$ cat config.mk
export PLATFORM = sky130hd
export DESIGN_NAME = tmds_decoder
export DESIGN_NICKNAME = d
export VERILOG_FILES = /design/src/rtl/tmds_decoder.sv
export SDC_FILE = /design/constraint.sdc
export NUM_CORES = 1
export LEC_CHECK = 0
export ABC_AREA = 1
export CORE_ASPECT_RATIO = 1.4
export CORE_MARGIN = 2
export CORE_UTILIZATION = 43
export DETAILED_ROUTE_END_ITERATION = 16
export MAX_ROUTING_LAYER = met4
export PLACE_DENSITY_LB_ADDON = 0.12
export SLEW_MARGIN = 20
export SYNTH_ARGS = -nofsm -noshare
export SYNTH_HDL_FRONTEND = slang
export SYNTH_SLANG_ARGS = --single-unit
$ cat constraint.sdc
create_clock -name clk_in -period 6.8 [get_ports clk_in]
set_input_delay 1.36 -clock clk_in [delete_from_list [all_inputs] [get_ports clk_in]]
set_output_delay 1.36 -clock clk_in [all_outputs]
set_load 0.02 [all_outputs]
$ cat src/rtl/tmds_decoder.sv
// tmds_decoder: receive-side TMDS character aligner and decoder for one colour channel.
//
// The deserializer delivers 10-bit characters that may be bit-slipped relative to the
// true character boundary. A 20-bit window of the current and previous word is sliced
// at a candidate offset. While searching, each offset is tried for SEARCH_CYCLES cycles
// and lock is declared after LOCK_TOKENS consecutive control tokens at that offset.
// Once locked, every aligned character is decoded as either a control token or an 8-bit
// video byte. If no control token is seen for TIMEOUT_CYCLES cycles, lock is dropped and
// the search resumes from the current offset.
//
// Ports:
//   clk_in          recovered pixel clock
//   rst_n_in        synchronous active-low reset
//   tmds_in[9:0]    raw deserialized character, bit 0 earliest on the wire
//   data_out[7:0]   decoded video byte (valid when ve_out = 1)
//   control_out[1:0] last decoded control value {c1,c0}
//   ve_out          1 = video data, 0 = control period (or not locked)
//   locked_out      word alignment lock
//   offset_out[3:0] bit offset used to slice the window, 0..9
//   relock_cnt_out[15:0] (only with TMDS_DEC_STATS_EN) saturating count of lock losses
//
// Build option: define TMDS_DEC_STATS_EN to add the relock statistics counter and port.

module tmds_decoder #(
  parameter int unsigned LOCK_TOKENS    = 8,
  parameter int unsigned SEARCH_CYCLES  = 64,
  parameter int unsigned TIMEOUT_CYCLES = 4096
) (
  input  logic        clk_in,
  input  logic        rst_n_in,
  input  logic [9:0]  tmds_in,
  output logic [7:0]  data_out,
  output logic [1:0]  control_out,
  output logic        ve_out,
  output logic        locked_out,
  output logic [3:0]  offset_out
`ifdef TMDS_DEC_STATS_EN
  ,
  output logic [15:0] relock_cnt_out
`endif
);

  // Counter widths hold their terminal parameter value.
  localparam int unsigned DwellW = $clog2(SEARCH_CYCLES + 1);
  localparam int unsigned HitsW  = $clog2(LOCK_TOKENS + 1);
  localparam int unsigned SinceW = $clog2(TIMEOUT_CYCLES + 1);

  localparam logic [DwellW-1:0] DwellLast = DwellW'(SEARCH_CYCLES - 1);
  localparam logic [DwellW-1:0] DwellOne  = DwellW'(1);
  localparam logic [HitsW-1:0]  HitsLock  = HitsW'(LOCK_TOKENS);
  localparam logic [HitsW-1:0]  HitsOne   = HitsW'(1);
  localparam logic [SinceW-1:0] SinceLast = SinceW'(TIMEOUT_CYCLES - 1);
  localparam logic [SinceW-1:0] SinceOne  = SinceW'(1);

  localparam logic [0:0] StSearch = 1'b0;
  localparam logic [0:0] StLocked = 1'b1;

  localparam logic [9:0] Tok00 = 10'b1101010100;
  localparam logic [9:0] Tok01 = 10'b0010101011;
  localparam logic [9:0] Tok10 = 10'b0101010100;
  localparam logic [9:0] Tok11 = 10'b1010101011;

  logic [9:0]        prev_q;
  logic [0:0]        state_q, state_d;
  logic [3:0]        offset_q, offset_d;
  logic [DwellW-1:0] dwell_q, dwell_d;
  logic [HitsW-1:0]  hits_q, hits_d;
  logic [SinceW-1:0] since_q, since_d;
  logic [7:0]        data_q, data_d;
  logic [1:0]        control_q, control_d;
  logic              ve_q, ve_d;

  logic [19:0] window;
  logic [9:0]  aligned;
  logic        is_tok;
  logic [1:0]  tok_val;
  logic [7:0]  q_bits;
  logic [7:0]  decoded;
  logic [HitsW-1:0] hits_inc;
  logic        timeout;
  logic        live;

  // Earlier word sits in the low half so that bit 0 of the window is the earliest bit.
  assign window  = {tmds_in, prev_q};
  assign aligned = 10'(window >> offset_q);

  always_comb begin
    is_tok  = 1'b1;
    tok_val = 2'b00;
    case (aligned)
      Tok00:   tok_val = 2'b00;
      Tok01:   tok_val = 2'b01;
      Tok10:   tok_val = 2'b10;
      Tok11:   tok_val = 2'b11;
      default: is_tok  = 1'b0;
    endcase
  end

  // Undo the optional inversion (bit 9), then the XOR/XNOR transition chain (bit 8).
  always_comb begin
    q_bits     = aligned[9] ? ~aligned[7:0] : aligned[7:0];
    decoded    = 8'h00;
    decoded[0] = q_bits[0];
    for (int i = 1; i < 8; i++) begin
      decoded[i] = aligned[8] ? (q_bits[i] ^ q_bits[i-1]) : ~(q_bits[i] ^ q_bits[i-1]);
    end
  end

  assign hits_inc = hits_q + HitsOne;

  always_comb begin
    state_d  = state_q;
    offset_d = offset_q;
    dwell_d  = dwell_q;
    hits_d   = hits_q;
    since_d  = since_q;
    timeout  = 1'b0;
    if (state_q == StSearch) begin
      dwell_d = dwell_q + DwellOne;
      hits_d  = is_tok ? hits_inc : '0;
      // Lock takes priority over a dwell expiry in the same cycle.
      if (is_tok && (hits_inc == HitsLock)) begin
        state_d = StLocked;
        since_d = '0;
        dwell_d = '0;
        hits_d  = '0;
      end else if (dwell_q == DwellLast) begin
        offset_d = (offset_q == 4'd9) ? 4'd0 : offset_q + 4'd1;
        dwell_d  = '0;
        hits_d   = '0;
      end
    end else begin
      if (is_tok) begin
        since_d = '0;
      end else if (since_q == SinceLast) begin
        timeout = 1'b1;
        state_d = StSearch;
        dwell_d = '0;
        hits_d  = '0;
        since_d = '0;
      end else begin
        since_d = since_q + SinceOne;
      end
    end
  end

  // Outputs go live one edge after lock, and are blanked on the timeout edge so that
  // ve_out and locked_out fall together.
  assign live = (state_q == StLocked) && !timeout;

  always_comb begin
    data_d    = 8'h00;
    control_d = 2'b00;
    ve_d      = 1'b0;
    if (live) begin
      control_d = control_q;
      if (is_tok) begin
        control_d = tok_val;
      end else begin
        data_d = decoded;
        ve_d   = 1'b1;
      end
    end
  end

  always_ff @(posedge clk_in) begin
    if (!rst_n_in) begin
      prev_q    <= '0;
      state_q   <= StSearch;
      offset_q  <= '0;
      dwell_q   <= '0;
      hits_q    <= '0;
      since_q   <= '0;
      data_q    <= '0;
      control_q <= '0;
      ve_q      <= 1'b0;
    end else begin
      prev_q    <= tmds_in;
      state_q   <= state_d;
      offset_q  <= offset_d;
      dwell_q   <= dwell_d;
      hits_q    <= hits_d;
      since_q   <= since_d;
      data_q    <= data_d;
      control_q <= control_d;
      ve_q      <= ve_d;
    end
  end

  assign data_out    = data_q;
  assign control_out = control_q;
  assign ve_out      = ve_q;
  assign locked_out  = (state_q == StLocked);
  assign offset_out  = offset_q;

`ifdef TMDS_DEC_STATS_EN
  logic [15:0] relock_q;

  always_ff @(posedge clk_in) begin
    if (!rst_n_in) begin
      relock_q <= '0;
    end else if (timeout && (relock_q != 16'hFFFF)) begin
      relock_q <= relock_q + 16'd1;
    end
  end

  assign relock_cnt_out = relock_q;
`endif

endmodule

Word level (Yosys, flattened, before mapping)
Index checks and enable logic that the tools add are counted.
{"block": "word_totals", "rom_bits": 0, "mem_bits_rw": 0, "latch_bits": 0, "memories": 0, "in_bits": 12, "out_inout_bits": 16, "reg_bits": 50, "word_cells": 86}
{"block": "op_classes", "reduce_logical": 9, "shifts": 1, "multipliers": 0, "div": 0, "bitwise_logic": 19, "addsub": 4, "order_cmp": 0, "n_eq_ne": 10, "mux": 34}
{"cell": "2-to-1 mux 13 bit", "n": 4}
{"cell": "2-to-1 mux 7 bit", "n": 5}
{"cell": "2-to-1 mux 4 bit", "n": 7}
{"cell": "equality test 10 bit, second input constant", "n": 2}
{"cell": "right shift 20 x 4 -> 10 bit", "n": 1}
{"cell": "2-to-1 mux 1 bit", "n": 16}
{"cell": "adder 13 x 1 -> 13 bit, second input constant", "n": 1}
{"cell": "equality test 13 x 12 -> 1 bit, second input constant", "n": 1}
{"cell": "NOT 1 bit", "n": 11}
{"cell": "equality test 10 x 8 -> 1 bit, second input constant", "n": 1}
{"cell": "equality test 10 x 9 -> 1 bit, second input constant", "n": 1}
{"cell": "adder 4 x 1 -> 4 bit, second input constant", "n": 2}
{"cell": "equality test 4 bit, second input constant", "n": 2}
{"cell": "2-to-1 mux 8 bit", "n": 1}
{"cell": "NOT 8 bit", "n": 1}
{"cell": "adder 7 x 1 -> 7 bit, second input constant", "n": 1}
{"cell": "equality test 7 x 6 -> 1 bit, second input constant", "n": 1}
{"cell": "XOR 1 bit", "n": 7}
{"cell": "case mux 2 bit (3 select lines)", "n": 1}
{"cell": "AND reduction 2 bit", "n": 2}
{"cell": "OR reduction 4 bit", "n": 1}
{"cell": "AND reduction 3 bit", "n": 1}
{"cell": "OR reduction 3 bit", "n": 1}
{"cell": "logical AND 1 bit", "n": 2}
{"cell": "4 further kinds", "n": 4}

Logic depth before layout (Yosys ltp)
Gate-level depths: netlist (run 1).
{"block": "depth", "ltp_word": 10, "depth_mapped": 23, "mapped_depth_nobuf": 21}

Worst setup path before layout (run 1)
No wires, ideal clock.
{"block": "synth_path", "path_type": "input to register", "from": "input tmds_in[7]", "to": "register dwell_q[0]", "setup_slack_ns": 3.706, "t_arrival_ns": 2.980, "setup_ns": 0.113, "required_time_ns": 6.687, "n_path_buf": 0, "path_stages": 18, "cell_sequence": "or2_1 o21ai_1 nand2_1 nand3_1 o21ai_0 a31oi_1 inv_1 ha_1 nand4_1 inv_1 nand3_2 nand2_8 inv_4 nand2_4 nand3_4 inv_2 nand2_1 nand2_1"}
{"block": "synth_via", "elab_chain_cells": 7, "elab_cells_between_ends": 12, "cone_classes": "eq/ne (5); shift (1); mux (3); reduce/logical (3)"}
{"element": "start, declared", "line": "31", "rtl": "input logic [9:0] tmds_in,"}
{"element": "right shift 20 x 4 -> 10 bit (*)", "line": "85", "rtl": "assign aligned = 10'(window >> offset_q);"}
{"element": "equality test 10 bit, or another cell as far along", "line": "90", "rtl": "case (aligned)"}
{"element": "OR reduction 4 bit (no line) (*)"}
{"element": "2-to-1 mux 1 bit (*)", "line": "90"}
{"element": "logical AND 1 bit", "line": "122", "rtl": "if (is_tok && (hits_inc == HitsLock)) begin"}
{"element": "2-to-1 mux 7 bit", "line": "122"}
{"element": "2-to-1 mux 7 bit", "line": "118", "rtl": "if (state_q == StSearch) begin"}
{"element": "end signal, assigned", "line": "181", "rtl": "dwell_q <= dwell_d;"}
{"element": "end, declared", "line": "66", "rtl": "logic [DwellW-1:0] dwell_q, dwell_d;"}
Mark *: on every way between the ends. The rest lies on a longest branch, timed or not.
A chain may end at the register's enable or synchronous reset.

Final worst setup path (run 1)
{"block": "layout_path", "from": "input tmds_in[2]", "to": "register dwell_q[0]"}
The elaborated chain is that of the path after synthesis.

==> results of run 1 <==
## area by class of cell
class                           count  area, um^2  share of cell area
Sequential cell                    50        1001              0.2716
Multi-Input combinational cell    369        1961              0.5321
Timing Repair Buffer               28       277.8             0.07538
Tap cell                           97       121.4             0.03294
Clock inverter                      3       43.79             0.01188
Clock buffer                        5       68.82             0.01868
Inverter                           55       211.5             0.05739
## stage by stage
stage	setup slack [ns]	cell area (um^2)	instances
3_3_place_gp	2.896	3572	599
4_1_cts	3.221	3685	607
6_report	3.233	3685	607
2_1_floorplan	3.706	3288	493
3_5_place_dp	2.896	3572	599
5_1_grt	2.973	3685	607
## flip-flops by register name, indices dropped and copies added (netlist names), 2 cells and up
name and count:
offset_out 4, hits_q 4, prev_q 10, control_out 2
data_out 8, since_q 13, dwell_q 7
## layout by cell type (no fill, tap or decap), types with 2 or more instances in the layout
cell | synthesis | layout
sky130_fd_sc_hd__nand2_1 | 144 | 144
sky130_fd_sc_hd__nand3_1 | 56 | 56
sky130_fd_sc_hd__dfxtp_1 | 50 | 50
sky130_fd_sc_hd__inv_1 | 40 | 40
sky130_fd_sc_hd__a21oi_1 | 29 | 29
sky130_fd_sc_hd__clkdlybuf4s50_1 | 0 | 27
sky130_fd_sc_hd__nor2_1 | 23 | 23
sky130_fd_sc_hd__o21ai_1 | 19 | 19
sky130_fd_sc_hd__nand4_1 | 19 | 19
sky130_fd_sc_hd__ha_1 | 12 | 12
sky130_fd_sc_hd__inv_2 | 11 | 11
sky130_fd_sc_hd__o21ai_0 | 9 | 9
sky130_fd_sc_hd__or2_1 | 8 | 8
sky130_fd_sc_hd__nand3_2 | 7 | 7
sky130_fd_sc_hd__nand2_2 | 6 | 6
sky130_fd_sc_hd__or2_2 | 6 | 6
sky130_fd_sc_hd__clkbuf_8 | 0 | 5
sky130_fd_sc_hd__nand2_4 | 4 | 4
sky130_fd_sc_hd__xor2_1 | 4 | 4
sky130_fd_sc_hd__and2_1 | 3 | 3
sky130_fd_sc_hd__xnor2_1 | 3 | 3
sky130_fd_sc_hd__inv_4 | 2 | 2
sky130_fd_sc_hd__clkinv_1 | 2 | 2
sky130_fd_sc_hd__a21oi_2 | 2 | 2
sky130_fd_sc_hd__a31oi_1 | 2 | 2
sky130_fd_sc_hd__nand2_8 | 2 | 2
sky130_fd_sc_hd__nor3_1 | 2 | 2
## path summary, 6_finish.rpt
path / cells after the start / slack (ns) / end / from
max: 19 / 3.23 / dwell_q[0]$_SDFFE_PN0P_ / tmds_in[2]
min reg2reg: 2 / 0.44 / dwell_q[6]$_SDFFE_PN0P_ / dwell_q[6]$_SDFFE_PN0P_
max reg2reg: 16 / 3.55 / dwell_q[5]$_SDFFE_PN0P_ / offset_out[0]$_SDFFE_PN0P_
min: 2 / 0.44 / dwell_q[6]$_SDFFE_PN0P_ / dwell_q[6]$_SDFFE_PN0P_
## metal layers
metal,track usage,vias up
met1,0.2282,1449
met5,-,-
li1,-,1630
met2,0.3633,51
met3,0.02517,14
met4,0.07895,0
## cells by family after synthesis
logic type | Yosys count | synth area share
and+or+nand+nor | 284 | 0.4228
buffers and inverters | 74 | 0.09931
AOI/OAI and AO/OA | 66 | 0.1092
DFF | 50 | 0.3044
adders and majority gates | 12 | 0.04566
xor gates and xnor gates | 7 | 0.01865
## power breakdown
| group | leakage (nW) | internal, mW | switching (mW) | total [mW] |
|---|---|---|---|---|
| Clock | 0.0585 | 0.111 | 0.107 | 0.217 |
| Combinational | 1.17 | 0.0224 | 0.0324 | 0.0547 |
| Sequential | 0.406 | 0.297 | 0.00344 | 0.301 |
| Total | 1.64 | 0.430 | 0.143 | 0.573 |
## critical path: stages
cell and delay [ns]:
sky130_fd_sc_hd__clkdlybuf4s50_1 0.52, sky130_fd_sc_hd__nand2_1 0.07, sky130_fd_sc_hd__and2_1 0.21, sky130_fd_sc_hd__nand2_1 0.07, sky130_fd_sc_hd__nand2_1 0.09, sky130_fd_sc_hd__o21ai_1 0.17, sky130_fd_sc_hd__nand2_1 0.07, sky130_fd_sc_hd__nand2_1 0.12
sky130_fd_sc_hd__ha_1 0.16, sky130_fd_sc_hd__nand4_1 0.10, sky130_fd_sc_hd__inv_1 0.07, sky130_fd_sc_hd__nand3_2 0.13, sky130_fd_sc_hd__nand2_8 0.15, sky130_fd_sc_hd__inv_4 0.08, sky130_fd_sc_hd__nand2_4 0.09, sky130_fd_sc_hd__nand3_4 0.10
sky130_fd_sc_hd__inv_2 0.13, sky130_fd_sc_hd__nand2_1 0.06, sky130_fd_sc_hd__nand2_1 0.06
==> flow_summary.rst, run 1 <==
.. list-table::
   :header-rows: 1

   * - Metric
     - Value
   * - Outcome
     - finished, final reports clean
   * - Top-count cell post-synth
     - sky130_fd_sc_hd__nand2_1
   * - Leakage dissipation
     - 1.638 nW
   * - Post-route core utilization
     - 0.4975
   * - Critical Path Start Type
     - input port
   * - Skew final
     - around 0.016 ns
   * - Cell area after technology mapping
     - 3288 um^2
   * - Number of buffers inserted by port buffering
     - 27
   * - Period utilization
     - 0.5246
   * - Hold_ws
     - 0.4425 ns
   * - Highest net fanout along the worst path
     - 9
   * - Number of optimization iterations in the first detailed-route pass
     - 5
   * - Syn Area/Cell
     - 6.670 um^2
   * - Die extent in x
     - 77.91 um
   * - Num CTS Buffers
     - 5
   * - Number of setup buffers added after CTS
     - 0
   * - I/O pin cnt
     - 28
   * - Number of hold-slack violations in the final timing report
     - 0
   * - Yosys warns
     - 0
   * - Pin count of the biggest net entering global routing
     - 28
   * - Unrepaired setup endpoints after global routing
     - no
   * - Source-to-sink clock delay at the later pin of the worst-skew pair
     - 0.31 ns
   * - Power per cell area
     - 155.4 nW/um^2
   * - Element type at the critical path end
     - register
   * - Detailed-route wire length
     - 7.924 mm
   * - Final setup viols
     - 0
   * - Post-route DRC violation count
     - 0
   * - Number of hold buffers added after CTS
     - 0
   * - Global router's overall resource usage
     - 0.2026
   * - Total length of routed met2 wires
     - 4.233 mm
   * - Slew margin rel.
     - 0.4164
   * - Worst-case clock buffer depth
     - 2
   * - Ant diodes
     - 0
   * - Classification of the worst-slack hold path
     - reg2reg
   * - VDD IR max
     - 92.67 uV
   * - Area Overhead vs Synth
     - 12.06%
   * - Clock transition at the register clock pins on the worst setup and hold paths after CTS
     - between 0.1 and 0.15 ns
   * - Worst Max-Slew Pin Slew
     - roughly 0.9 ns
   * - Net count after synthesis
     - about 520
   * - Number of cells produced by synthesis
     - 493
   * - Die span in y
     - 107.5 um
   * - Uppermost metal layer occupied by signal nets
     - met4
   * - Share of layout cells above drive strength 1
     - 0.1078
   * - Via count
     - roughly 3100
   * - Post-synthesis sequential area ratio
     - 0.3044
   * - Number of nets at the end of the flow
     - 533
   * - Endpoint arrival time on the critical path
     - 3.83 ns
   * - Count of cells resized by post-cts repair
     - 0
   * - Wire length on met1
     - 3.360 mm
   * - Final antenna-violating net count
     - 0
   * - Final total power
     - between 500 and 600 uW
   * - Half-perimeter wire length after placement
     - 5.872 mm
   * - Commonest cells in the netlist
     - sky130_fd_sc_hd__nand2_1, sky130_fd_sc_hd__nand3_1, sky130_fd_sc_hd__dfxtp_1
   * - Library cell used as clock root buffer
     - sky130_fd_sc_hd__clkbuf_8
   * - Crit path required time
     - around 7.1 ns
   * - Wire length on met3
     - 175 um
   * - Number of H-tree levels
     - 2
   * - Top FF cell, synth
     - sky130_fd_sc_hd__dfxtp_1
   * - Number of synthesized register bits
     - 50
   * - Count of maximum capacitance violations
     - 0
   * - Number of distinct library cells after synthesis
     - 39
   * - Top-area cell type share of the netlist area
     - 0.3044
   * - Path type of the worst setup path
     - in2reg
   * - Crit path time final
     - 3.567 ns
   * - Initial antenna violation count
     - 0
   * - First-iteration detailed-routing DRC count
     - 202
   * - Starting utilization of the core area
     - 0.4439
   * - Number of flops mapped to enable cells by yosys
     - 0
   * - FILL cells
     - 750
   * - First-pass GRT wire length
     - approximately 13 mm
   * - Area of the core
     - between 7000 and 8000 um^2
   * - Leading post-synthesis cells by cell area
     - sky130_fd_sc_hd__dfxtp_1, sky130_fd_sc_hd__nand2_1, sky130_fd_sc_hd__nand3_1
   * - DR vias/cell
     - around 5.2
   * - Remaining Overflow, GRT
     - 0
   * - Final-layout setup total negative slack
     - 0 ns
   * - Async set-reset flop share out of synthesis
     - 0
   * - Count of final max-slew check failures
     - 0
   * - Area of the die
     - 8372 um^2
   * - Standard-cell rows
     - 37
   * - Highest clock rate
     - 280.3 MHz
   * - Cell type contributing the most total cell area after synthesis
     - sky130_fd_sc_hd__dfxtp_1
   * - # clock sinks
     - 50
   * - Routed length per placed instance
     - 13.05 um
   * - Via count of the first global-routing pass
     - between 2000 and 3000
   * - Weighted congestion at the end of routability-driven global placement
     - 0.8625
   * - CTS tree
     - yes
Power figures use the tool's default switching activity.
==> run 2: changes to the inputs <==
clock period = 3.7 ns   (was 6.8 ns; I/O delays follow)
==> run 2 against run 1 <==
Effect of this change:
- non-clock buffer count rose by 3
- count of clock-buffer cells in the layout rose by 2
- setup slack got worse by 2.5 ns
- via count fell by 0.19%
- combinational power rose by 83%
- sequential power rose by 84%
- register-to-register slack got worse by 2.8 ns
- die area did not move
- global-route usage rose by 0.17 points
- flip-flop and latch count did not move
- critical endpoint unchanged
==> flow_summary.rst, run 2 (same netlist as run 1, synthesis figures left out) <==
.. list-table::
   :header-rows: 1

   * - Metric
     - Value
   * - Half-perimeter wire length after placement
     - 6.035 mm
   * - Source-to-sink clock delay at the later pin of the worst-skew pair
     - 0.30 ns
   * - Detailed-route wire length
     - 7.907 mm
   * - Pin count of the biggest net entering global routing
     - 27
   * - Via count
     - 3138
   * - R2r setup slk
     - between 0.7 and 0.8 ns
   * - Die extent in x
     - 77.91 um
   * - Global router's overall resource usage
     - 0.2043
   * - Highest clock rate
     - 336.0 MHz
   * - Register ranked first by flip-flop count
     - since_q
   * - # clock sinks
     - 50
   * - Highest-delay cell along the critical path
     - sky130_fd_sc_hd__clkdlybuf4s50_1
   * - Power per cell area
     - around 280 nW/um^2
   * - Post-route core utilization
     - 0.4997
   * - Routed length per placed instance
     - between 10 and 15 um
   * - Area of the die
     - ~8400 um^2
   * - Post-route DRC violation count
     - 0
   * - Count of cells resized by post-cts repair
     - 0
   * - Period utilization
     - 0.8045
   * - Worst Max-Slew Pin Slew
     - 0.6024 ns
   * - Clock transition at the register clock pins on the worst setup and hold paths after CTS
     - roughly 0.090 ns
   * - Crit path buf inv count
     - 3
   * - Unrepaired setup endpoints after global routing
     - no
   * - Most frequent cells in the layout
     - sky130_fd_sc_hd__nand2_1, sky130_fd_sc_hd__nand3_1, sky130_fd_sc_hd__dfxtp_1, sky130_fd_sc_hd__inv_1, sky130_fd_sc_hd__a21oi_1
   * - Starting utilization of the core area
     - 0.4439
   * - DR vias/cell
     - 5.144
   * - Final antenna-violating net count
     - 0
   * - Skew final
     - 0.005497 ns
   * - Area Overhead vs Synth
     - 12.56%
   * - Die span in y
     - 107.5 um
   * - Library cell used as clock root buffer
     - sky130_fd_sc_hd__clkbuf_8
   * - Number of setup buffers added after CTS
     - 0
   * - Leakage dissipation
     - between 1.5 and 2 nW
   * - Outcome
     - finished, final reports clean
   * - Count of maximum capacitance violations
     - 0
   * - Via count of the first global-routing pass
     - slightly above 3000
   * - Element type at the critical path end
     - register
   * - Post-detailed-placement cell area
     - 3595 um^2
   * - Remaining Overflow, GRT
     - 0
   * - Number of hold-slack violations in the final timing report
     - 0
   * - Number of buffers inserted by port buffering
     - 27
   * - Series of cell instances along the critical path
     - clkdlybuf4s50_1 -> or2_1 -> o21ai_1 -> nand2_1 -> nand3_1 -> o21ai_0 -> a31oi_1 -> inv_1 -> ha_1 -> nand4_1 -> inv_1 -> nand3_2 -> nand2_8 -> nand2_8 -> nand2_4 -> nor2_4 -> nand3_1 -> nand2_1
   * - Standard-cell rows
     - 37
   * - Gate family responsible for the most delay along the worst path
     - simple AND/OR/NAND/NOR gates
   * - Slew margin rel.
     - 0.5959
   * - Number of optimization iterations in the first detailed-route pass
     - 4
   * - Count of final max-slew check failures
     - 0
   * - Ant diodes
     - 0
   * - Sequential cell area
     - 1001 um^2
   * - I/O pin cnt
     - 28
   * - Biggest cell delay along the critical path
     - about 0.44 ns
   * - Highest net fanout along the worst path
     - 18
   * - Num CTS Buffers
     - 5
   * - Weighted congestion at the end of routability-driven global placement
     - 0.8717
   * - Worst-case clock buffer depth
     - 2
   * - Path type of the worst setup path
     - in2reg
   * - Number of hold buffers added after CTS
     - 0
   * - Endpoint arrival time on the critical path
     - approximately 3.2 ns
   * - Number of H-tree levels
     - 2
   * - Final standard cell area without fillers
     - 3701 um^2
   * - Most common cell after layout, fill and taps aside
     - sky130_fd_sc_hd__nand2_1
   * - CTS tree
     - yes
   * - Classification of the worst-slack hold path
     - reg2reg
   * - VDD IR max
     - 148.0 uV
   * - First-pass GRT wire length
     - 13.37 mm
   * - Crit path required time
     - 3.95 ns
   * - Crit path time final
     - approximately 3 ns
   * - Initial antenna violation count
     - 0
   * - Multi-input combinational cell area
     - 1961 um^2
   * - Final-layout setup total negative slack
     - 0 ns
   * - Area of the core
     - 7407 um^2
   * - Share of layout cells above drive strength 1
     - 0.1092
   * - First-iteration detailed-routing DRC count
     - 170
   * - Number of nets at the end of the flow
     - 536
   * - Final setup viols
     - 0
   * - Largest register FFs
     - 13
   * - Final total power
     - 1.042 mW
   * - Critical Path Start Type
     - input port
   * - FILL cells
     - just under 800
## run 2: cell types whose count changed in the layout (fill, tap and decap cells not counted)
| cell | previous run | this run |
|---|---|---|
| sky130_fd_sc_hd__buf_4 | 1 | 4 |
| sky130_fd_sc_hd__clkbuf_1 | 0 | 2 |
| sky130_fd_sc_hd__clkinv_2 | 1 | 0 |
| sky130_fd_sc_hd__inv_6 | 1 | 0 |
## run 2: path summary, 6_finish.rpt
path                                            startpoint                 endpoint  cells past startpoint
worst min register to register     dwell_q[6]$_SDFFE_PN0P_  dwell_q[6]$_SDFFE_PN0P_                      2
worst min-delay path               dwell_q[6]$_SDFFE_PN0P_  dwell_q[6]$_SDFFE_PN0P_                      2
worst max register to register  offset_out[0]$_SDFFE_PN0P_  dwell_q[0]$_SDFFE_PN0P_                     17
worst max-delay path                            tmds_in[5]  dwell_q[0]$_SDFFE_PN0P_                     18
## run 2: power breakdown
part	switching, mW	total [mW]	leakage (nW)	internal [mW]
clock	0.186	0.389	0.0524	0.203
sequential	0.00631	0.553	0.406	0.546
combinational	0.0595	0.100	1.19	0.0410
## run 2: cell type report
| type | count | area share |
|---|---|---|
| Clock buffer | 7 | 0.02062 |
| Clock inverter | 1 | 0.008114 |
| Inverter | 55 | 0.05713 |
| Multi-Input combinational cell | 369 | 0.5297 |
| Sequential cell | 50 | 0.2705 |
| Tap cell | 97 | 0.03279 |
| Timing Repair Buffer | 31 | 0.08114 |
## run 2: worst min-delay path, stage by stage (launching register included)
cell and delay, ns:
sky130_fd_sc_hd__dfxtp_1 0.33, sky130_fd_sc_hd__nand2_1 0.06, sky130_fd_sc_hd__a21oi_1 0.03
## run 2: stage by stage
step / hold slack (ns) / worst slack (ns) / std cells
floorplan: 0.4124 / 1.178 / 493
global placement: 0.4234 / 0.4183 / 602
detailed placement: 0.4313 / 0.4061 / 602
CTS: 0.4467 / 0.7091 / 610
global route: 0.4780 / 0.4929 / 610
finish: 0.4545 / 0.7234 / 610
## run 2: metal layers
layer	up-vias	global-route usage	wire, um	part of all wire
met4	0	0.08897	231	0.029
met5	-	-	0	0
met2	58	0.3879	4294	0.54
li1	1646	-	-	-
met3	20	0.02936	260	0.033
met1	1414	0.2055	3120	0.39
